$ cat src/rtl/alu_pipe_if.sv
// Command/result bundle for alu_pipe: operand/opcode handshake in, result/flags handshake out.
// The DUT uses the slave modport; the command source and result sink use the master modport.
interface alu_pipe_if #(
  parameter int DATA_IN_WIDTH = 8
);
  localparam int DATA_OUT_WIDTH = 2 * DATA_IN_WIDTH;

  logic [DATA_IN_WIDTH-1:0]  data_a_in;
  logic [DATA_IN_WIDTH-1:0]  data_b_in;
  logic [3:0]                alu_func_in;
  logic                      in_valid;
  logic                      in_ready;
  logic [DATA_OUT_WIDTH-1:0] data_out;
  logic                      out_valid;
  logic                      out_ready;
  logic                      carry_out;
  logic                      zero_out;
  logic                      div_by_zero_out;

  modport slave (
    input  data_a_in, data_b_in, alu_func_in, in_valid, out_ready,
    output in_ready, data_out, out_valid, carry_out, zero_out, div_by_zero_out
  );

  modport master (
    output data_a_in, data_b_in, alu_func_in, in_valid, out_ready,
    input  in_ready, data_out, out_valid, carry_out, zero_out, div_by_zero_out
  );
endinterface

$ cat src/rtl/alu_pipe.sv
// Handshaked ALU with single-entry output slot and a multi-cycle restoring divider.
// Non-divide ops complete in one cycle; a divide occupies DATA_IN_WIDTH cycles in DIV.
module alu_pipe #(
  parameter int DATA_IN_WIDTH = 8
) (
  input  logic       clk,
  input  logic       reset_n,
  alu_pipe_if.slave  bus
);
  localparam int DATA_OUT_WIDTH = 2 * DATA_IN_WIDTH;
  localparam int CNT_WIDTH      = $clog2(DATA_IN_WIDTH + 1);
  localparam int N              = DATA_IN_WIDTH;
  localparam int W              = DATA_OUT_WIDTH;

  typedef enum logic {IDLE, DIV} state_e;

  state_e               state_q, state_d;
  logic [N-1:0]         acc_q, acc_d;
  logic [N-1:0]         divisor_q, divisor_d;
  logic [N-1:0]         rem_q, rem_d;
  logic [CNT_WIDTH-1:0] cnt_q, cnt_d;
  logic [W-1:0]         data_q, data_d;
  logic                 valid_q, valid_d;
  logic                 carry_q, carry_d;
  logic                 zero_q, zero_d;
  logic                 dbz_q, dbz_d;

  logic         accept;
  logic         is_div;
  logic [W-1:0] a_ext, b_ext;
  logic [N:0]   sum;
  logic [N-1:0] lo;
  logic [W-1:0] alu_res;
  logic         alu_carry;
  logic [N:0]   rem_shift, trial;
  logic         q_bit;
  logic [N-1:0] rem_step, acc_step;
  logic [W-1:0] div_res;

  assign bus.in_ready = reset_n & (state_q == IDLE) & (!valid_q | bus.out_ready);
  assign accept       = bus.in_valid & bus.in_ready;
  assign is_div       = (bus.alu_func_in == 4'b0011);

  always_comb begin
    a_ext     = {{N{1'b0}}, bus.data_a_in};
    b_ext     = {{N{1'b0}}, bus.data_b_in};
    sum       = {1'b0, bus.data_a_in} + {1'b0, bus.data_b_in};
    lo        = '0;
    alu_res   = '0;
    alu_carry = 1'b0;
    case (bus.alu_func_in)
      4'b0000: begin
        alu_res[N:0] = sum;
        alu_carry    = sum[N];
      end
      4'b0001: begin
        alu_res   = a_ext - b_ext;
        alu_carry = (bus.data_a_in < bus.data_b_in);
      end
      4'b0010: alu_res = a_ext * b_ext;
      // Only reaches the slot for B == 0: operand A above an all-ones quotient.
      4'b0011: alu_res = {bus.data_a_in, {N{1'b1}}};
      4'b0100: alu_res = a_ext & b_ext;
      4'b0101: alu_res = a_ext | b_ext;
      4'b0110: begin
        lo              = ~(bus.data_a_in & bus.data_b_in);
        alu_res[N-1:0]  = lo;
      end
      4'b0111: begin
        lo              = ~(bus.data_a_in | bus.data_b_in);
        alu_res[N-1:0]  = lo;
      end
      4'b1000: alu_res = a_ext ^ b_ext;
      4'b1001: begin
        lo              = ~(bus.data_a_in ^ bus.data_b_in);
        alu_res[N-1:0]  = lo;
      end
      4'b1010: if (bus.data_a_in == bus.data_b_in) alu_res[1:0] = 2'd1;
      4'b1011: if (bus.data_a_in >  bus.data_b_in) alu_res[1:0] = 2'd2;
      4'b1100: if (bus.data_a_in <  bus.data_b_in) alu_res[1:0] = 2'd3;
      4'b1101: alu_res[N-1:0] = bus.data_a_in >> 1;
      4'b1110: alu_res[N:0]   = {bus.data_a_in, 1'b0};
      default: alu_res = '0;
    endcase
  end

  // Restoring step: the borrow bit of the trial subtraction decides the quotient bit.
  always_comb begin
    rem_shift = {rem_q, acc_q[N-1]};
    trial     = rem_shift - {1'b0, divisor_q};
    q_bit     = ~trial[N];
    rem_step  = q_bit ? trial[N-1:0] : rem_shift[N-1:0];
    acc_step  = {acc_q[N-2:0], q_bit};
    div_res   = {rem_step, acc_step};
  end

  always_comb begin
    state_d   = state_q;
    acc_d     = acc_q;
    divisor_d = divisor_q;
    rem_d     = rem_q;
    cnt_d     = cnt_q;
    data_d    = data_q;
    carry_d   = carry_q;
    zero_d    = zero_q;
    dbz_d     = dbz_q;
    valid_d   = valid_q & ~bus.out_ready;
    case (state_q)
      IDLE: begin
        if (accept) begin
          if (is_div && (bus.data_b_in != '0)) begin
            acc_d     = bus.data_a_in;
            divisor_d = bus.data_b_in;
            rem_d     = '0;
            cnt_d     = CNT_WIDTH'(N);
            state_d   = DIV;
          end else begin
            data_d  = alu_res;
            carry_d = alu_carry;
            zero_d  = (alu_res == '0);
            dbz_d   = is_div;
            valid_d = 1'b1;
          end
        end
      end
      DIV: begin
        acc_d = acc_step;
        rem_d = rem_step;
        cnt_d = cnt_q - CNT_WIDTH'(1);
        // Accept required a free or draining slot, so the final step can load it directly.
        if (cnt_q == CNT_WIDTH'(1)) begin
          data_d  = div_res;
          carry_d = 1'b0;
          zero_d  = (div_res == '0);
          dbz_d   = 1'b0;
          valid_d = 1'b1;
          state_d = IDLE;
        end
      end
      default: state_d = IDLE;
    endcase
  end

  always_ff @(posedge clk) begin
    if (!reset_n) begin
      state_q   <= IDLE;
      acc_q     <= '0;
      divisor_q <= '0;
      rem_q     <= '0;
      cnt_q     <= '0;
      data_q    <= '0;
      valid_q   <= 1'b0;
      carry_q   <= 1'b0;
      zero_q    <= 1'b0;
      dbz_q     <= 1'b0;
    end else begin
      state_q   <= state_d;
      acc_q     <= acc_d;
      divisor_q <= divisor_d;
      rem_q     <= rem_d;
      cnt_q     <= cnt_d;
      data_q    <= data_d;
      valid_q   <= valid_d;
      carry_q   <= carry_d;
      zero_q    <= zero_d;
      dbz_q     <= dbz_d;
    end
  end

  assign bus.data_out        = data_q;
  assign bus.out_valid       = valid_q;
  assign bus.carry_out       = carry_q;
  assign bus.zero_out        = zero_q;
  assign bus.div_by_zero_out = dbz_q;
endmodule

$ cat src/flat_wrapper.sv
// flat-port wrapper written by rule: the top's interface ports become plain ports
module alu_pipe_flat 
#(
  parameter int DATA_IN_WIDTH = 8
)
  (clk, reset_n, bus_data_a_in, bus_data_b_in, bus_alu_func_in, bus_in_valid, bus_out_ready, bus_in_ready, bus_data_out, bus_out_valid, bus_carry_out, bus_zero_out, bus_div_by_zero_out);
  alu_pipe_if #(.DATA_IN_WIDTH(DATA_IN_WIDTH)) bus_i ();
  input  logic clk;
  input  logic reset_n;
  input wire logic [$bits(bus_i.data_a_in)-1:0] bus_data_a_in;
  input wire logic [$bits(bus_i.data_b_in)-1:0] bus_data_b_in;
  input wire logic [$bits(bus_i.alu_func_in)-1:0] bus_alu_func_in;
  input wire logic [$bits(bus_i.in_valid)-1:0] bus_in_valid;
  input wire logic [$bits(bus_i.out_ready)-1:0] bus_out_ready;
  output wire logic [$bits(bus_i.in_ready)-1:0] bus_in_ready;
  output wire logic [$bits(bus_i.data_out)-1:0] bus_data_out;
  output wire logic [$bits(bus_i.out_valid)-1:0] bus_out_valid;
  output wire logic [$bits(bus_i.carry_out)-1:0] bus_carry_out;
  output wire logic [$bits(bus_i.zero_out)-1:0] bus_zero_out;
  output wire logic [$bits(bus_i.div_by_zero_out)-1:0] bus_div_by_zero_out;
  assign bus_i.data_a_in = bus_data_a_in;
  assign bus_i.data_b_in = bus_data_b_in;
  assign bus_i.alu_func_in = bus_alu_func_in;
  assign bus_i.in_valid = bus_in_valid;
  assign bus_i.out_ready = bus_out_ready;
  assign bus_in_ready = bus_i.in_ready;
  assign bus_data_out = bus_i.data_out;
  assign bus_out_valid = bus_i.out_valid;
  assign bus_carry_out = bus_i.carry_out;
  assign bus_zero_out = bus_i.zero_out;
  assign bus_div_by_zero_out = bus_i.div_by_zero_out;
  alu_pipe #(.DATA_IN_WIDTH(DATA_IN_WIDTH)) u_core (.clk(clk), .reset_n(reset_n), .bus(bus_i));
endmodule
$ cat config.mk
export PLATFORM = sky130hd
export DESIGN_NAME = alu_pipe_flat
export DESIGN_NICKNAME = d
export VERILOG_FILES = /design/src/rtl/alu_pipe_if.sv /design/src/rtl/alu_pipe.sv /design/src/flat_wrapper.sv
export SDC_FILE = /design/constraint.sdc
export NUM_CORES = 1
export LEC_CHECK = 0
export CAP_MARGIN = 20
export CORE_ASPECT_RATIO = 1.1
export CORE_MARGIN = 4
export CORE_UTILIZATION = 35
export CTS_CLUSTER_SIZE = 30
export DETAILED_ROUTE_END_ITERATION = 10
export SETUP_SLACK_MARGIN = 0.02
export SLEW_MARGIN = 15
export SYNTH_ARGS = -nofsm -noshare
export SYNTH_HDL_FRONTEND = slang
export SYNTH_SLANG_ARGS = --single-unit
$ cat constraint.sdc
create_clock -name clk -period 17.3 [get_ports clk]
set_input_delay 5.19 -clock clk [delete_from_list [all_inputs] [get_ports clk]]
set_output_delay 5.19 -clock clk [all_outputs]
set_load 0.03 [all_outputs]
# Word level (Yosys, flattened, before mapping)
# Cells that the tools add are included.
[word_totals] latch_bits=0 out_inout_bits=21 mem_bits_ro=0 mem_bits_rw=0 n_memories=0 inputBits=24 word_cells=104 reg_bits=49
[op_classes] n_lt_le_gt_ge=2 bitwise=17 n_div=0 eq_ne=20 reduce_logical=9 add_sub_neg=4 muxes=41 n_mul=1 n_shift=0
[ops] cell="6-bit one-hot mux with 12 select lines" n=1
[ops] cell="16-bit two-way mux" n=3
[ops] cell="7-bit one-hot mux with 6 select lines" n=1
[ops] cell="8-bit two-way mux" n=5
[ops] cell="16-bit logical NOT" n=2
[ops] cell="16-bit one-hot mux with 2 select lines" n=1
[ops] cell="8-bit one-hot mux with 2 select lines" n=2
[ops] cell="2-bit one-hot mux with 15 select lines" n=1
[ops] cell="4-bit equality test, second input constant" n=7
[ops] cell="8-bit NOT" n=3
[ops] cell="8-bit bitwise AND" n=2
[ops] cell="4-bit by 3-bit equality test with 1-bit output, second input constant" n=4
[ops] cell="8-bit by 8-bit multiplier with 16-bit output" n=1
[ops] cell="8-bit OR" n=2
[ops] cell="8-bit bitwise XOR" n=2
[ops] cell="1-bit two-way mux" n=15
[ops] cell="1-bit one-hot mux with 2 select lines" n=6
[ops] cell="8-bit by 8-bit adder with 9-bit output" n=1
[ops] cell="8-bit by 8-bit subtractor with 9-bit output" n=1
[ops] cell="9-bit by 8-bit subtractor with 9-bit output" n=1
[ops] cell="4-bit by 1-bit equality test with 1-bit output, second input constant" n=2
[ops] cell="4-bit by 2-bit equality test with 1-bit output, second input constant" n=2
[ops] cell="8-bit equality test" n=1
[ops] cell="8-bit greater-than comparator" n=1
[ops] cell="17 further kinds" n=27

# Logic depth before layout (Yosys ltp)
# Gate-level depths: netlist of the first run.
[depth] depth_word=7 depth_mapped=19 mapped_depth_nobuf=19

# Worst setup path after synthesis of the first run
# Ideal clock, no wire load.
[synth_timing] kind="input to output" start="in reset_n" end="out bus_in_ready" n_path_buf=0 stages=2 arrival_ps=5943 setup_slack_ps=6167 t_required_ps=12110 cell_sequence="inv_2 nor3_1"
[synth_between] elab_chain_cells=2
[synth_lines] item="from (decl)" line_no="flat_wrapper.sv:9" source="input logic reset_n;"
[synth_lines] item="1-bit bitwise AND (2 in a row)" line_no="alu_pipe.sv:40" source="assign bus.in_ready = reset_n & (state_q == IDLE) & (!valid_q | bus.out_ready);"
[synth_lines] item="to (decl)" line_no="flat_wrapper.sv:15" source="output wire logic [$bits(bus_i.in_ready)-1:0] bus_in_ready;"
# Every way passes these cells.

# Final worst setup path of the first run
# Ends and elaborated chain as after synthesis.

==> results.ini, run 1 <==
[die]
core_sq_mm = 0.0172
ios = 45
chipHeight_um = 148
fp.dieW_um = 135
dieArea_sq_mm = 0.0199
row_count = 50
initial_core_util_pct = 36.1

[setup_path]
path_cells = clkdlybuf4s50_1 -> inv_2 -> nor3_1 -> clkdlybuf4s50_1
crit_type = in2out
cp_common_cell = clkdlybuf4s50_1
end_kind = output port
critical-path-top-delay-family = buffers and inverters
max_stage_delay_ns = 0.73
slowest_stage = clkdlybuf4s50_1
cp.arrival_ns = 7.39
start_kind = input pin
crit_buf_inv = 3
cp_max_fo = 42
worstPathRequired_ns = 12.11

[timing]
skew_ns = 0.00524
rsz0062_at_grt = no
finalSetupTns_ns = 0
tightest_slew_ns = 1.14
finalSetupViolations = 0
period_needed_ns = 12.58
hold_violations = 0
max_freq_ghz = 0.0795
slew_violations = 0
fin_crit_sh_pct = 72.7
maxSlewHeadroom_pct = 23.2

[pwr]
pwr-share-comb_pct = 56.2
p_sw_w = 0.000215
p_leak_nw = 2.97
clockPowerShare_pct = 20.0
seq_power_share_pct = 23.8
peakVddDrop_mv = 0.0421
power_density_mw_per_mm2 = 70.2
switching_share_pct = 43.8
internal-power_w = 0.000276

[synthesis]
avgSynthCellArea_sq_um = 7.58
syn_inst = 819
synthTopCellsByArea = dfxtp_1, ha_1, fa_1
synth_nets = 952
synth_edf_count = 0
synth_ff_type = dfxtp_1
netlist.area_leader.share_pct = 15.8
synth.distinct_cells = 69
yosysSeqAreaShare_pct = 15.8
ys_warn_count = 0
synthArstFlopShare_pct = 0
synthTopCellsByCount = nor2_1, nand2_1, inv_1, ha_1, a21oi_1
synth_area_sq_mm = 0.00621
synth.most_common_cell = nor2_1
yosysTopAreaCell = dfxtp_1
ys_ff_latch = 49

[clock_network]
postCtsHoldBufs = 0
cts_tree = yes
path_clk_slew_ns = 0.06
insertion_delay_ns = 0.29
h-tree-depth = 2
cts_buffer_depth = 2
root_buffer = clkbuf_16
cts_buffers = 5
cts_resized = 0
cts_sinks = 49
postCtsSetupBuffers = 0

[finish]
seq_area_sq_um = 981
syn2layout_area_growth_pct = 12.7
drive_gt1_share_pct = 3.21
final_util_pct = 40.7
fin_cells = 1076
nets = 974
multi_input_area_sq_mm = 0.00475
design_area_sq_mm = 0.00700
n_fill_cell = 1811
antenna_cells = 0

[placement]
dp.cells = 1068
dpl_cell_area_sq_mm = 0.00685
port_buffers = 44
globalplace.congestion = 0.903
hpwl_mm = 15.5

[route]
route.detailed.drc = 0
via_per_inst = 5.60
vias = 6028
drt_iter0_drc = 658
dr.pass1.iters = 5
wl_per_cell_um = 18.7
ant_nets = 0
wl_mm = 20.2

[global_route]
grt_overflow = 0
track_usage_pct = 19.9
grt_max_degree = 43
grt_pass1_vias = 5820
grt_pass1_wl_mm = 31.8
antenna_found_initial = 0

[status]
status = complete, no violations

[flow_run]
drv_cap = 0

[worst_hold_path]
hold_path_class = reg2reg

-- per-stage QoR --
step	total power, W	hold slack [ns]	worst slack (ns)
floorplan	0.000311	0.436	6.17
global placement	0.000392	0.441	4.72
detailed placement	0.000396	0.448	4.73
CTS	0.000495	0.458	4.73
global route	0.000526	0.479	4.58
finish	0.000491	0.454	4.72
-- placed cells by master (no fill, tap or decap), drive strengths merged, types with 6 or more instances in the layout --
master / synthesis / final
xor2: 17 / 17
nand2b: 11 / 11
nor3: 19 / 19
nor2b: 10 / 10
and3: 9 / 9
inv: 82 / 82
ha: 70 / 70
clkdlybuf4s50: 0 / 44
buf: 13 / 8
a21oi: 68 / 68
nor2: 97 / 97
a22oi: 6 / 6
a31oi: 7 / 7
a21o: 7 / 7
a211oi: 9 / 9
nand2: 87 / 87
xnor2: 20 / 20
dfxtp: 49 / 49
o31ai: 6 / 6
fa: 39 / 39
nand3: 10 / 10
o211ai: 6 / 6
o21ai: 29 / 29
and2: 8 / 8
clkbuf: 24 / 6
clkinv: 6 / 6
a221oi: 8 / 8
nor4: 12 / 12
-- worst min-delay path, stage by stage, from the launching register on --
cell	delay [ns]
dfxtp_1	0.31
nand2_1	0.05
a21oi_1	0.05
-- cell type report --
| class | instances | share of cell area (%) |
|---|---|---|
| flip-flops and latches | 49 | 14.0 |
| clock buffers | 6 | 1.84 |
| multi-input cells | 645 | 67.9 |
| well taps | 234 | 4.19 |
| inverters | 88 | 4.72 |
| repair buffers | 52 | 7.15 |
| clock inverters | 2 | 0.215 |
-- power groups by stage --
stage	Sequential [W]	Clock, W	Combinational, W
detailed placement	0.000120	0	0.000276
finish	0.000117	0.0000982	0.000276
floorplan	0.000123	0	0.000188
global placement	0.000120	0	0.000272
global route	0.000117	0.000103	0.000306
CTS	0.000117	0.0000998	0.000278
-- layer usage --
layer  share of wire (%)  GRT usage (%)
met1                  44           27.0
met2                  48           33.9
met4                 3.2           5.95
met3                 4.7           1.63
met5                   0              0
-- registers in the layout, summed over array words and instances (netlist names) --
name and cells:
u_core.cnt_q 4, u_core.bus.out_valid 1, u_core.divisor_q 8, u_core.rem_q 8, u_core.bus.carry_out 1, u_core.state_q 1, u_core.bus.div_by_zero_out 1, u_core.bus.data_out 16
u_core.acc_q 8, u_core.bus.zero_out 1
-- cells by family after synthesis --
group | Yosys count | share of synthesized area, %
compound gates | 198 | 21.1
fa+ha+maj | 109 | 26.7
flops | 49 | 15.8
xor+xnor | 37 | 5.22
mux | 4 | 0.685
simple gates | 297 | 22.7
buf+inv | 125 | 7.82
-- path summary, 6_finish.rpt --
kind	cells after the start	start	end	slack, ns
setup reg to reg	12	u_core.acc_q[7]	u_core.bus.data_out[12]	13.91
hold reg to reg	2	u_core.divisor_q[4]	u_core.divisor_q[4]	0.45
setup / recovery	4	reset_n	bus_in_ready	4.72
hold / removal	2	u_core.divisor_q[4]	u_core.divisor_q[4]	0.45
Power figures use the tool's default switching activity.
==> run 2: changes to the inputs <==
clock period = 12.2 ns   (was 17.3 ns; I/O delays follow)
==> results.ini, run 2 (synthesis gave the netlist of run 1 again) <==
[global_route]
grt_overflow = 0
grt_pass1_vias = 5877
grt_pass1_wl_mm = 31.5
antenna_found_initial = 0
grt_max_degree = 43
track_usage_pct = 19.7

[setup_path]
path_cells = clkdlybuf4s50_1 -> inv_2 -> nor3_1 -> clkdlybuf4s50_1
r2r-start = u_core.acc_q[7]
critical-path-top-delay-family = buffers and inverters
cp_max_fo = 42
slowest_stage = clkdlybuf4s50_1
crit_buf_inv = 3
r2r_end = u_core.bus.data_out[12]
cp.arrival_ns = 5.85
worstPathRequired_ns = 8.54
end_kind = output port
cp_common_cell = clkdlybuf4s50_1
reg2regPathDepth = 12
start_kind = input pin
crit_type = in2out
max_stage_delay_ns = 0.73
reg2reg_slack_ns = 8.76

[timing]
skew_ns = 0.00661
maxSlewHeadroom_pct = 41.4
rsz0062_at_grt = no
max_freq_ghz = 0.105
finalSetupTns_ns = 0
fin_crit_sh_pct = 78.0
period_needed_ns = 9.51
slew_violations = 0
hold_violations = 0
tightest_slew_ns = 0.873
finalSetupViolations = 0

[die]
fp.dieW_um = 135
initial_core_util_pct = 36.1
chipHeight_um = 148
dieArea_sq_mm = 0.0199
row_count = 50
ios = 45
core_sq_mm = 0.0172

[pwr]
p_leak_nw = 2.99
peakVddDrop_mv = 0.0640
power_density_mw_per_mm2 = 98.3

[clock_network]
postCtsSetupBuffers = 0
cts_resized = 0
cts_buffers = 5
cts_sinks = 49
root_buffer = clkbuf_16
cts_tree = yes
h-tree-depth = 2
path_clk_slew_ns = 0.07
cts_buffer_depth = 2
postCtsHoldBufs = 0
insertion_delay_ns = 0.29

[finish]
layout_commonest_cell = nor2_1
multi_input_area_sq_mm = 0.00475
seq_area_sq_um = 981
syn2layout_area_growth_pct = 12.9
nets = 975
antenna_cells = 0
largest_reg_flops = 16
design_area_sq_mm = 0.00701
drive_gt1_share_pct = 3.32
final_cell_mix = nor2_1, nand2_1, inv_1
n_fill_cell = 1812

[route]
route.detailed.drc = 0
drt_iter0_drc = 577
vias = 6036
wl_mm = 19.7
via_per_inst = 5.60
ant_nets = 0
wl_per_cell_um = 18.3
dr.pass1.iters = 6

[status]
status = complete, no violations

[placement]
globalplace.congestion = 0.957
dpl_cell_area_sq_mm = 0.00687
hpwl_mm = 15.4
port_buffers = 44

[worst_hold_path]
min_delay_path_depth = 2
hold_path_class = reg2reg
worstHoldStart = u_core.bus.data_out[9]
min_to = u_core.bus.data_out[9]

[flow_run]
drv_cap = 0

==> run 2: worst max path at each step <==
stage | start | to | slack (ns) | cells past startpoint
after floorplan | bus_data_a_in[5] | u_core.bus.zero_out | 4.10 | 18
after global placement | reset_n | bus_in_ready | 2.71 | 4
after detailed placement | reset_n | bus_in_ready | 2.67 | 4
after CTS | reset_n | bus_in_ready | 2.69 | 4
after global routing | reset_n | bus_in_ready | 2.55 | 4
final | reset_n | bus_in_ready | 2.69 | 4
==> run 2: per-layer routing <==
layer | vias to the layer above | GRT usage [%] | share of wire (%)
li1 | 2882 | - | -
met2 | 225 | 33.7 | 48
met5 | - | 0 | 0
met3 | 46 | 2.59 | 5.9
met1 | 2883 | 25.4 | 42
met4 | 0 | 6.85 | 3.4
==> run 2: layout make-up <==
cell class,count,share of cell area (%)
timing repair buffer,53,7.35
multi-input combinational,645,67.7
inverter,88,4.71
sequential,49,14.0
clock inverter,2,0.196
clock buffer,6,1.84
tap,234,4.18
==> run 2: power breakdown <==
group	internal, W	switching, W
Clock	0.0000765	0.0000603
Sequential	0.000164	0.00000238
Combinational	0.000151	0.000235
Total	0.000392	0.000297
==> run 2: metrics by stage <==
step	utilization [%]	hold WS [ns]	worst slack, ns	instances	total power [W]
4_1_cts	40.7	0.456	2.69	1077	0.000695
3_5_place_dp	39.9	0.446	2.67	1069	0.000556
3_3_place_gp	39.8	0.443	2.71	1068	0.000555
5_1_grt	40.7	0.470	2.55	1077	0.000740
2_1_floorplan	-	0.436	4.10	819	0.000441
6_report	40.7	0.453	2.69	1077	0.000689
==> run 2: tightest hold or removal path, stage by stage, from the launching register on <==
cell and delay [ns]:
dfxtp_1 0.31, nand2_1 0.05, a21oi_1 0.05
==> run 3: changes to the inputs <==
clock period = 8.1 ns   (was 12.2 ns; I/O delays follow)
==> results.ini, run 3 (synthesis gave the netlist of run 1 again) <==
[route]
vias = 6076
wl_mm = 20.6
dr.pass1.iters = 6
ant_nets = 0
via_per_inst = 5.54
wl_per_cell_um = 18.7
drt_iter0_drc = 528
route.detailed.drc = 0

[finish]
largest_reg_flops = 16
drive_gt1_share_pct = 5.79
design_area_sq_mm = 0.00716
fin_cells = 1097
antenna_cells = 0
seq_area_sq_um = 981
syn2layout_area_growth_pct = 15.4
nets = 995
final_util_pct = 41.6
final_cell_mix = nor2_1, nand2_1, inv_1
layout_commonest_cell = nor2_1
multi_input_area_sq_mm = 0.00475
n_fill_cell = 1786

[placement]
globalplace.congestion = 0.913
dp.cells = 1089
pre_cts_ws_ns = 0.229
port_buffers = 44
hpwl_mm = 16.5
dpl_cell_area_sq_mm = 0.00701

[global_route]
grt_overflow = 0
antenna_found_initial = 0
grt_max_degree = 42
track_usage_pct = 20.5
grt_pass1_vias = 5800
grt_pass1_wl_mm = 32.4

[pwr]
peakVddDrop_mv = 0.0910
p_leak_nw = 3.08
power_density_mw_per_mm2 = 147

[die]
fp.dieW_um = 135
core_sq_mm = 0.0172
ios = 45
row_count = 50
initial_core_util_pct = 36.1
dieArea_sq_mm = 0.0199
chipHeight_um = 148

[clock_network]
root_buffer = clkbuf_16
postCtsHoldBufs = 0
cts_buffers = 5
cts_buffer_depth = 2
h-tree-depth = 2
path_clk_slew_ns = 0.07
postCtsSetupBuffers = 0
cts_tree = yes
cts_resized = 0
insertion_delay_ns = 0.30
cts_sinks = 49

[timing]
rsz0062_at_grt = no
layout_setup_ws_ns = 0.441
finalSetupTns_ns = 0
hold_violations = 0
max_freq_ghz = 0.131
tightest_slew_ns = 1.00
maxSlewHeadroom_pct = 32.7
finalSetupViolations = 0
skew_ns = 0.00967
slew_violations = 0
fin_crit_sh_pct = 94.6
period_needed_ns = 7.66

[setup_path]
cp_common_cell = fa_1
slowest_stage = clkdlybuf4s50_1
max_stage_delay_ns = 0.74
start_kind = input pin
path_cells = clkdlybuf4s50_1 -> ha_1 -> fa_1 -> fa_1 -> fa_1 -> inv_1 -> fa_1 -> inv_1 -> ha_1 -> and3_1 -> a221oi_1 -> a21oi_1 -> a31oi_1 -> o21ai_0 -> xnor2_1 -> a21oi_1 -> a311oi_1
worstPathRequired_ns = 8.30
cp.arrival_ns = 7.86
cp_max_fo = 8
crit_type = in2reg
end_kind = flip-flop

[status]
status = complete, no violations

[worst_hold_path]
hold_path_class = reg2reg

[flow_run]
drv_cap = 0

-- run 3: cell types whose count changed in the layout (fill, tap and decap cells not counted) --
cell        before  now
buf_4            8   29
buf_8            1    0
clkbuf_1         1    0
clkinvlp_4       0    1
nor3_1          19   18
nor3_2           0    1
-- run 3: critical path: cells and delay by family --
kind | cells | cell delay (ns)
xor gates and xnor gates | 1 | 0.25
AOI/OAI and AO/OA | 6 | 1.45
adders and majority gates | 6 | 2.70
buffers and inverters | 3 | 0.83
and+or+nand+nor | 1 | 0.20
-- run 3: worst paths after layout --
| path | slack, ns | endpoint | cells past startpoint | from |
|---|---|---|---|---|
| worst min-delay path | 0.45 | u_core.bus.data_out[2] | 2 | u_core.bus.data_out[2] |
| worst min register to register | 0.45 | u_core.bus.data_out[2] | 2 | u_core.bus.data_out[2] |
| worst max-delay path | 0.44 | u_core.bus.data_out[15] | 17 | bus_data_a_in[4] |
| worst max register to register | 4.71 | u_core.bus.data_out[10] | 12 | u_core.acc_q[7] |
-- run 3: final cells by class --
class                   count  share of cell area, %
clock inverters             3                  0.297
well taps                 234                   4.09
clock buffers               5                   1.75
multi-input cells         645                   66.4
repair buffers             73                   9.19
flip-flops and latches     49                   13.7
inverters                  88                   4.61
-- run 3: power by group --
group / leakage, nW / total (W) / internal (W) / switching, W
clock network: 0.0702 / 0.000213 / 0.000115 / 0.0000976
logic: 2.61 / 0.000592 / 0.000237 / 0.000356
registers: 0.396 / 0.000250 / 0.000246 / 0.00000374
-- run 3: metrics by stage --
stage,hold WS [ns],power [W]
2_1_floorplan,0.436,0.000664
3_3_place_gp,0.442,0.000843
3_5_place_dp,0.442,0.000847
4_1_cts,0.452,0.00106
5_1_grt,0.476,0.00114
6_report,0.452,0.00106
-- run 3: metal layers --
| layer | track usage, % | vias up | part of all wire (%) |
|---|---|---|---|
| met3 | 2.01 | 60 | 6.7 |
| met1 | 28.2 | 2867 | 43 |
| li1 | - | 2917 | - |
| met4 | 8.52 | 0 | 4.4 |
| met5 | 0 | - | 0 |
| met2 | 33.1 | 232 | 46 |
